`config.mk`:
```
export PLATFORM = sky130hd
export DESIGN_NAME = mod_n_updown_counter
export DESIGN_NICKNAME = d
export VERILOG_FILES = /design/src/rtl/mod_n_updown_counter_pkg.sv /design/src/rtl/mod_n_step.sv /design/src/rtl/mod_n_updown_counter.sv
export SDC_FILE = /design/constraint.sdc
export NUM_CORES = 1
export LEC_CHECK = 0
export ABC_AREA = 1
export CORE_ASPECT_RATIO = 1.4
export CORE_MARGIN = 2
export CORE_UTILIZATION = 35
export DETAILED_ROUTE_END_ITERATION = 16
export GPL_TIMING_DRIVEN = 0
export SYNTH_ARGS = -nofsm -noshare
export SYNTH_HDL_FRONTEND = slang
export SYNTH_HIERARCHICAL = 1
export SYNTH_SLANG_ARGS = --single-unit
```
`constraint.sdc`:
```
create_clock -name i_clk -period 1.6 [get_ports i_clk]
set_input_delay 0.32 -clock i_clk [delete_from_list [all_inputs] [get_ports i_clk]]
set_output_delay 0.32 -clock i_clk [all_outputs]
set_load 0.01 [all_outputs]
```
`src/rtl/mod_n_updown_counter_pkg.sv`:
```
// Shared clock-chain constants and the step-direction encoding
// used by the modulo-N up/down counter and its step logic.
package mod_n_updown_counter_pkg;

  localparam int unsigned SEC_MODULUS  = 60;
  localparam int unsigned MIN_MODULUS  = 60;
  localparam int unsigned HOUR_MODULUS = 24;

  typedef enum logic [1:0] {
    STEP_HOLD = 2'd0,
    STEP_UP   = 2'd1,
    STEP_DOWN = 2'd2
  } step_e;

  function automatic step_e step_dir(
    input logic en,
    input logic up,
    input logic down
  );
    step_e d;
    d = STEP_HOLD;
    unique case (1'b1)
      (en & up & ~down): d = STEP_UP;
      (en & down & ~up): d = STEP_DOWN;
      default:           d = STEP_HOLD;
    endcase
    return d;
  endfunction

endpackage

```
`src/rtl/mod_n_step.sv`:
```
// Combinational next-count for one step in either direction:
// increment/decrement with wrap, plus recovery of out-of-range counts.
module mod_n_step
  import mod_n_updown_counter_pkg::*;
#(
  parameter int unsigned MODULUS = 60,
  parameter int unsigned WIDTH   = $clog2(MODULUS)
) (
  input  logic [WIDTH-1:0] count,
  input  step_e            dir,
  output logic [WIDTH-1:0] next
);

  localparam int unsigned EW = WIDTH + 1;
  localparam logic [WIDTH:0] LAST = EW'(MODULUS - 1);

  logic [WIDTH:0] cur;

  assign cur = {1'b0, count};

  // One extra bit keeps the +1/-1 and range compares free of aliasing
  always_comb begin
    next = count;
    unique case (dir)
      STEP_UP: begin
        if (cur >= LAST) next = '0;
        else             next = WIDTH'(cur + 1'b1);
      end
      STEP_DOWN: begin
        if (cur > LAST)       next = '0;
        else if (cur == '0)   next = WIDTH'(LAST);
        else                  next = WIDTH'(cur - 1'b1);
      end
      default: next = count;
    endcase
  end

endmodule

```
`src/rtl/mod_n_updown_counter.sv`:
```
// Cascadable modulo-N up/down counter with clear, clamped load,
// combinational carry/borrow strobes and registered wrap/error pulses.
module mod_n_updown_counter
  import mod_n_updown_counter_pkg::*;
#(
  parameter int unsigned MODULUS   = 60,
  parameter int unsigned WIDTH     = $clog2(MODULUS),
  parameter int unsigned RESET_VAL = 0
) (
  input  logic             i_clk,
  input  logic             i_rstn,
  input  logic             i_clr,
  input  logic             i_load,
  input  logic [WIDTH-1:0] i_load_val,
  input  logic             i_cin,
  input  logic             i_up,
  input  logic             i_down,
  output logic [WIDTH-1:0] o_count,
  output logic             o_carryup,
  output logic             o_borrowdown,
  output logic             o_wrap,
  output logic             o_load_err
);

  localparam int unsigned EW = WIDTH + 1;
  localparam logic [WIDTH:0] LAST = EW'(MODULUS - 1);
  localparam logic [WIDTH-1:0] RST_CNT = WIDTH'(RESET_VAL);

  logic             step_en;
  step_e            dir;
  logic [WIDTH-1:0] step_next;
  logic             load_oor;
  logic [WIDTH-1:0] count_d;

  assign step_en  = i_cin & ~i_clr & ~i_load;
  assign dir      = step_dir(step_en, i_up, i_down);
  assign load_oor = ({1'b0, i_load_val} > LAST);

  assign o_carryup    = (dir == STEP_UP) &&
                        ({1'b0, o_count} == LAST);
  assign o_borrowdown = (dir == STEP_DOWN) &&
                        (o_count == '0);

  mod_n_step #(
    .MODULUS (MODULUS),
    .WIDTH   (WIDTH)
  ) u_step (
    .count (o_count),
    .dir   (dir),
    .next  (step_next)
  );

  // Clear beats load beats step; bad loads clamp to the top value
  always_comb begin
    count_d = step_next;
    if (i_clr)
      count_d = '0;
    else if (i_load)
      count_d = load_oor ? WIDTH'(LAST) : i_load_val;
  end

  always_ff @(posedge i_clk or negedge i_rstn) begin
    if (!i_rstn) begin
      o_count    <= RST_CNT;
      o_wrap     <= 1'b0;
      o_load_err <= 1'b0;
    end else begin
      o_count    <= count_d;
      o_wrap     <= o_carryup | o_borrowdown;
      o_load_err <= i_load & ~i_clr & load_oor;
    end
  end

endmodule

```
### After elaboration in Yosys (flattened, before gate mapping)

Index checks and enable logic that the tools add are counted.

| storage, ports and cells | value |
|---|---|
| register bits | 8 |
| bits in latches | 0 |
| RAM bits | 0 |
| ROM bits | 0 |
| bits of input ports | 13 |
| memories kept | 0 |

| operators by class | value |
|---|---|
| add/subtract/negate cells | 2 |
| $mul | 0 |
| divide/modulo/power cells | 0 |
| magnitude comparators | 3 |
| equal/unequal tests | 3 |
| shift operators | 0 |
| muxes and demuxes | 8 |
| bitwise gates (word level) | 13 |
| reductions and logical operators | 5 |

Operators with widths:

| cell | count |
|---|---|
| 6-bit two-way mux | 6 |
| 6-bit > comparator (second input constant) | 2 |
| 6-bit one-hot mux with 2 select lines | 1 |
| 1-bit AND | 8 |
| 7-bit zero test | 1 |
| 6-bit by 1-bit adder with 6-bit output (second input constant) | 1 |
| 6-bit equality test (second input constant) | 1 |
| 6-bit >= comparator (second input constant) | 1 |
| 6-bit zero test | 1 |
| 6-bit by 1-bit subtractor with 6-bit output (second input constant) | 1 |
| 1-bit NOT | 4 |
| 2-bit one-hot mux with 2 select lines | 1 |
| 4-bit nonzero test | 1 |
| 2-bit by 1-bit equality test with 1-bit output (second input constant) | 1 |
| 2-bit equality test (second input constant) | 1 |
| 1-bit logical AND | 2 |
| 1-bit OR | 1 |

### Logic depth before layout (Yosys ltp)

Gate-level depths: netlist of the first run.

| depth | value |
|---|---|
| word-level depth | 10 |
| depth in mapped cells | 13 |

### Modules after synthesis

Netlist of the first run, hierarchy kept.

Modules (own cells, without submodules):

| module | times used | cells each | area an instance (um^2) |
|---|---|---|---|
| mod_n_step | 1 | 89 | 476.7 |
| mod_n_updown_counter | 1 | 55 | 442.9 |

### Worst setup path after synthesis of the first run

Ideal clock, no wire load.

| path | value |
|---|---|
| path kind | input to register |
| start point | input i_clr |
| end point | register o_count[1] |
| library setup time | 0.077 ns |
| arrival time | 1.497 ns |
| path slack | 0.026 ns |
| stages on the path | 10 |
| buffers on the path | 0 |
| path through | inv_2 -> nand3_4 -> nor2_4 -> inv_1 -> ha_1 -> inv_1 -> nor2_1 -> a31oi_1 -> o21ai_0 -> a21oi_1 |

| between the ends | value |
|---|---|
| cells in the longest elaborated chain, start to end | 10 |

RTL lines:

| element | RTL line | RTL |
|---|---|---|
| from (decl) | mod_n_updown_counter.sv:12 | `input logic i_clr,` |
| 1-bit NOT * | mod_n_updown_counter.sv:35 | `assign step_en = i_cin & ~i_clr & ~i_load;` |
| 1-bit AND * (2 in series) | mod_n_updown_counter.sv:35 |  |
| 1-bit AND (on tied branches) (2 in series) | mod_n_updown_counter_pkg.sv:24, mod_n_updown_counter_pkg.sv:23 |  |
| 2-bit one-hot mux with 2 select lines * | mod_n_updown_counter_pkg.sv:22 | `unique case (1'b1)` |
| net dir[0] | mod_n_updown_counter.sv:30 | `step_e dir;` |
| 2-bit equality test or 2-bit by 1-bit equality test with 1-bit output (tied branches) | mod_n_step.sv:24 | `unique case (dir)` |
| 6-bit one-hot mux with 2 select lines * | mod_n_step.sv:24 |  |
| net step_next[1] | mod_n_updown_counter.sv:31 | `logic [WIDTH-1:0] step_next;` |
| 6-bit two-way mux * | mod_n_updown_counter.sv:58 | `else if (i_load)` |
| 6-bit two-way mux * | mod_n_updown_counter.sv:56 | `if (i_clr)` |
| net count_d[1] | mod_n_updown_counter.sv:33 | `logic [WIDTH-1:0] count_d;` |
| to (signal assigned) | mod_n_updown_counter.sv:68 | `o_count <= count_d;` |
| to (decl) | mod_n_updown_counter.sv:18 | `output logic [WIDTH-1:0] o_count,` |

Mark *: on every way through the listed nets, which the timed path passes. The rest lies on a longest branch.
A chain may end at the register's enable or synchronous reset.

### Worst setup path after layout of the first run

| path | value |
|---|---|
| start point | register o_count[0] |
| end point | output o_borrowdown |

| between the ends | value |
|---|---|
| cells in the longest elaborated chain, start to end | 2 |

RTL lines:

| element | RTL line | RTL |
|---|---|---|
| 6-bit zero test | mod_n_updown_counter.sv:42 | `(o_count == '0);` |
| 1-bit logical AND | mod_n_updown_counter.sv:41 | `assign o_borrowdown = (dir == STEP_DOWN) &&` |
| to (decl) | mod_n_updown_counter.sv:20 | `output logic o_borrowdown,` |

No other way between the ends.

==> results of run 1 <==
-- final cells by class --
class	count	area share (%)
repair buffers	31	19.5
multi-input cells	111	51.0
well taps	36	3.36
inverters	22	6.72
clock buffers	3	1.68
flip-flops and latches	8	15.2
plain buffers	3	2.52
-- stage by stage --
stage               std cells  hold WS, ns  setup slack, ns  setup TNS, ns  total power [mW]
detailed placement        202        0.627           -0.685          -4.84             0.470
finish                    214        0.278           0.0340              0             0.658
global route              214        0.297          -0.0183        -0.0429             0.705
floorplan                 144       0.0244           0.0258              0             0.380
CTS                       211        0.352        0.0000737              0             0.646
global placement          202        0.621           -0.691          -4.87             0.467
-- state kept, by name (all words and copies together) (netlist names) --
signal / flops
o_count: 6
o_load_err: 1
o_wrap: 1
-- cell usage after synthesis (all sizes together) --
master	instances	area (sq um)
nand2	43	176
nor2	27	149
inv	22	85.1
nand3	18	108
dfrtp	8	200
o21ai	6	33.8
a21oi	5	25.0
ha	5	62.6
buf	3	33.8
nand4	2	12.5
a31oi	1	6.26
nor3	1	5.00
o21a	1	7.51
or2	1	6.26
xor2	1	8.76
-- worst max-delay path by stage --
stage / slack, ns / cells after the start / start / end
after floorplan: 0.03 / 10 / i_clr / o_count[1]$_DFF_PN0_
after global placement: -0.69 / 12 / i_clr / o_count[3]$_DFF_PN0_
after detailed placement: -0.68 / 11 / i_clr / o_count[1]$_DFF_PN0_
after CTS: 0.00007 / 13 / i_clr / o_count[3]$_DFF_PN0_
after global routing: -0.02 / 7 / o_count[3]$_DFF_PN0_ / o_carryup
final: 0.03 / 5 / o_count[0]$_DFF_PN0_ / o_borrowdown
-- layer usage --
layer	track usage [%]	vias to the layer above	routed length (microns)
met3	1.11	4	69
met2	29.9	24	1180
met1	20.2	434	1020
met5	0	-	0
li1	-	523	-
met4	6.60	0	22
-- kinds of logic after synthesis --
kind of cell,Yosys count,synth area share [%]
flops,8,21.8
buf+inv,25,12.9
xor+xnor,1,0.953
compound gates,13,7.89
simple gates,92,49.7
fa+ha+maj,5,6.80
-- power by group through the flow --
stage               sequential [mW]  clock, mW  combinational (mW)
floorplan                     0.236          0               0.144
global placement              0.237          0               0.230
detailed placement            0.238          0               0.232
CTS                           0.228      0.157               0.262
global route                  0.229      0.164               0.312
finish                        0.227      0.151               0.279
-- timing repair --
action	CTS	global route
endpoints found under the setup margin	11	8
pin swaps	7	4
hold endpoints to repair	0	0
setup buffers	7	3
resized for setup	36	13
-- worst max-delay path: stages, from the launching register on --
cell     delay, ns
dfrtp_2       0.42
or2_4         0.24
nor2_4        0.10
nand2_2       0.06
inv_1         0.05
buf_2         0.12
==> metrics.txt, run 1 <==
status=finished clean; pwr/cell area=between 400 and 500 nW/um^2; P_sw=0.228 mW; Worst EP arrival=1.25 ns; count of pins over their slew limit=0; DRT Pass-1 Iters=4; RSZ-0062 raised after global routing=true; Unique masters post-synth=25; Final min period=1.57 ns; leakage power=0.651 nW; Max VDD drop=0.360 mV; Comb power frac=42.5%; part of the cycle the worst path needs=a little over nine tenths; worst path required time=between 1 and 1.5 ns; CP Max Fanout=4; Sequential Area=204 sq um; total gr overflow=0; H-tree levels=1; Initial Util=35.9%; Ys Warns=6; # Max-Cap Violations=0; TritonCTS Sinks=8; Hold Crit Class=input pin to flop; GPL Wtd Cong=between 0.8 and 0.9; Fill cells=272; R2R depth=8; hold path startpoint=i_clr; share of layout cells above drive strength 1=32.0%; DRC=0; Die X=47.3 microns; CTS tree=built; CTS buffer count=3; Antenna Cells=0; WL per Instance=around 11 microns; count of final setup violators=0; Avg Inst Size Synth=around 6.4 sq um; Post-Route Utilization=between 50% and 60%; chip height=64.7 microns; most common cell after layout, fill and taps aside=nand2_1; post-route cell area=1340 sq um; Clock Latency Late Sink=0.25 ns; antenna-violating nets left=0; I/O pins=23; Clock Power Share=between 20% and 30%; area grow syn2layout=45.9%; Worst-path clk slew=around 0.050 ns; Net count, final=198; vias=985; actual slew at the worst max-slew pin=0.354 ns; area post-placement=1180 sq um; Slew HR=76.3%; clk_skew=0.00201 ns; worst reg2reg setup slack=0.09 ns; FF-to-FF End=o_count[2]$_DFF_PN0_; global-route wire length before repair=3980 microns; Pint=0.430 mW; multi-input logic area=~680 sq um; vias in the first global route=between 900 and 1,000; Via-to-Cell Ratio=about 4.6; fmax=approximately 640 MHz; crit end category=output pin; WS Path Type=flop to output pin; initial antenna violation count=0; cell count after synthesis=about 140; Die Area=3060 sq um; Hold Crit Depth=2; Sw Share=roughly a third; Mapped Area=920 sq um; Clock Tree Buf Depth=2; commonest cells after routing, fill and taps aside=nand2_1 (37), nand3_1 (16), nor2_1 (16); sequential area share after synthesis=21.8%; worst reg2reg path startpoint=o_count[0]$_DFF_PN0_; port bufs=22; routed wire length=2290 microns; Post-CTS Hold Buffers=0; initial drt markers=20; Startpoint Class=flop; HPWL after DPL=1710 microns; Synth Register Bits=8; Syn Nets=162; largest net degree at the start of global routing=10; WHS Endpoint=o_load_err$_DFF_PN0_; Rows=22; Root Driver=clkbuf_4; Core Footprint=roughly 2600 sq um; Reg power frac=34.6%; Final Hold Fails=0; Total GRT Usage=~17%
(Power assumes the default switching activity.)
==> run 2: changes to the inputs <==
Settings changed: CAP_MARGIN set to 20.
==> results of run 2 <==
No change in the layout: final DEF, timing and power equal those of run 1.
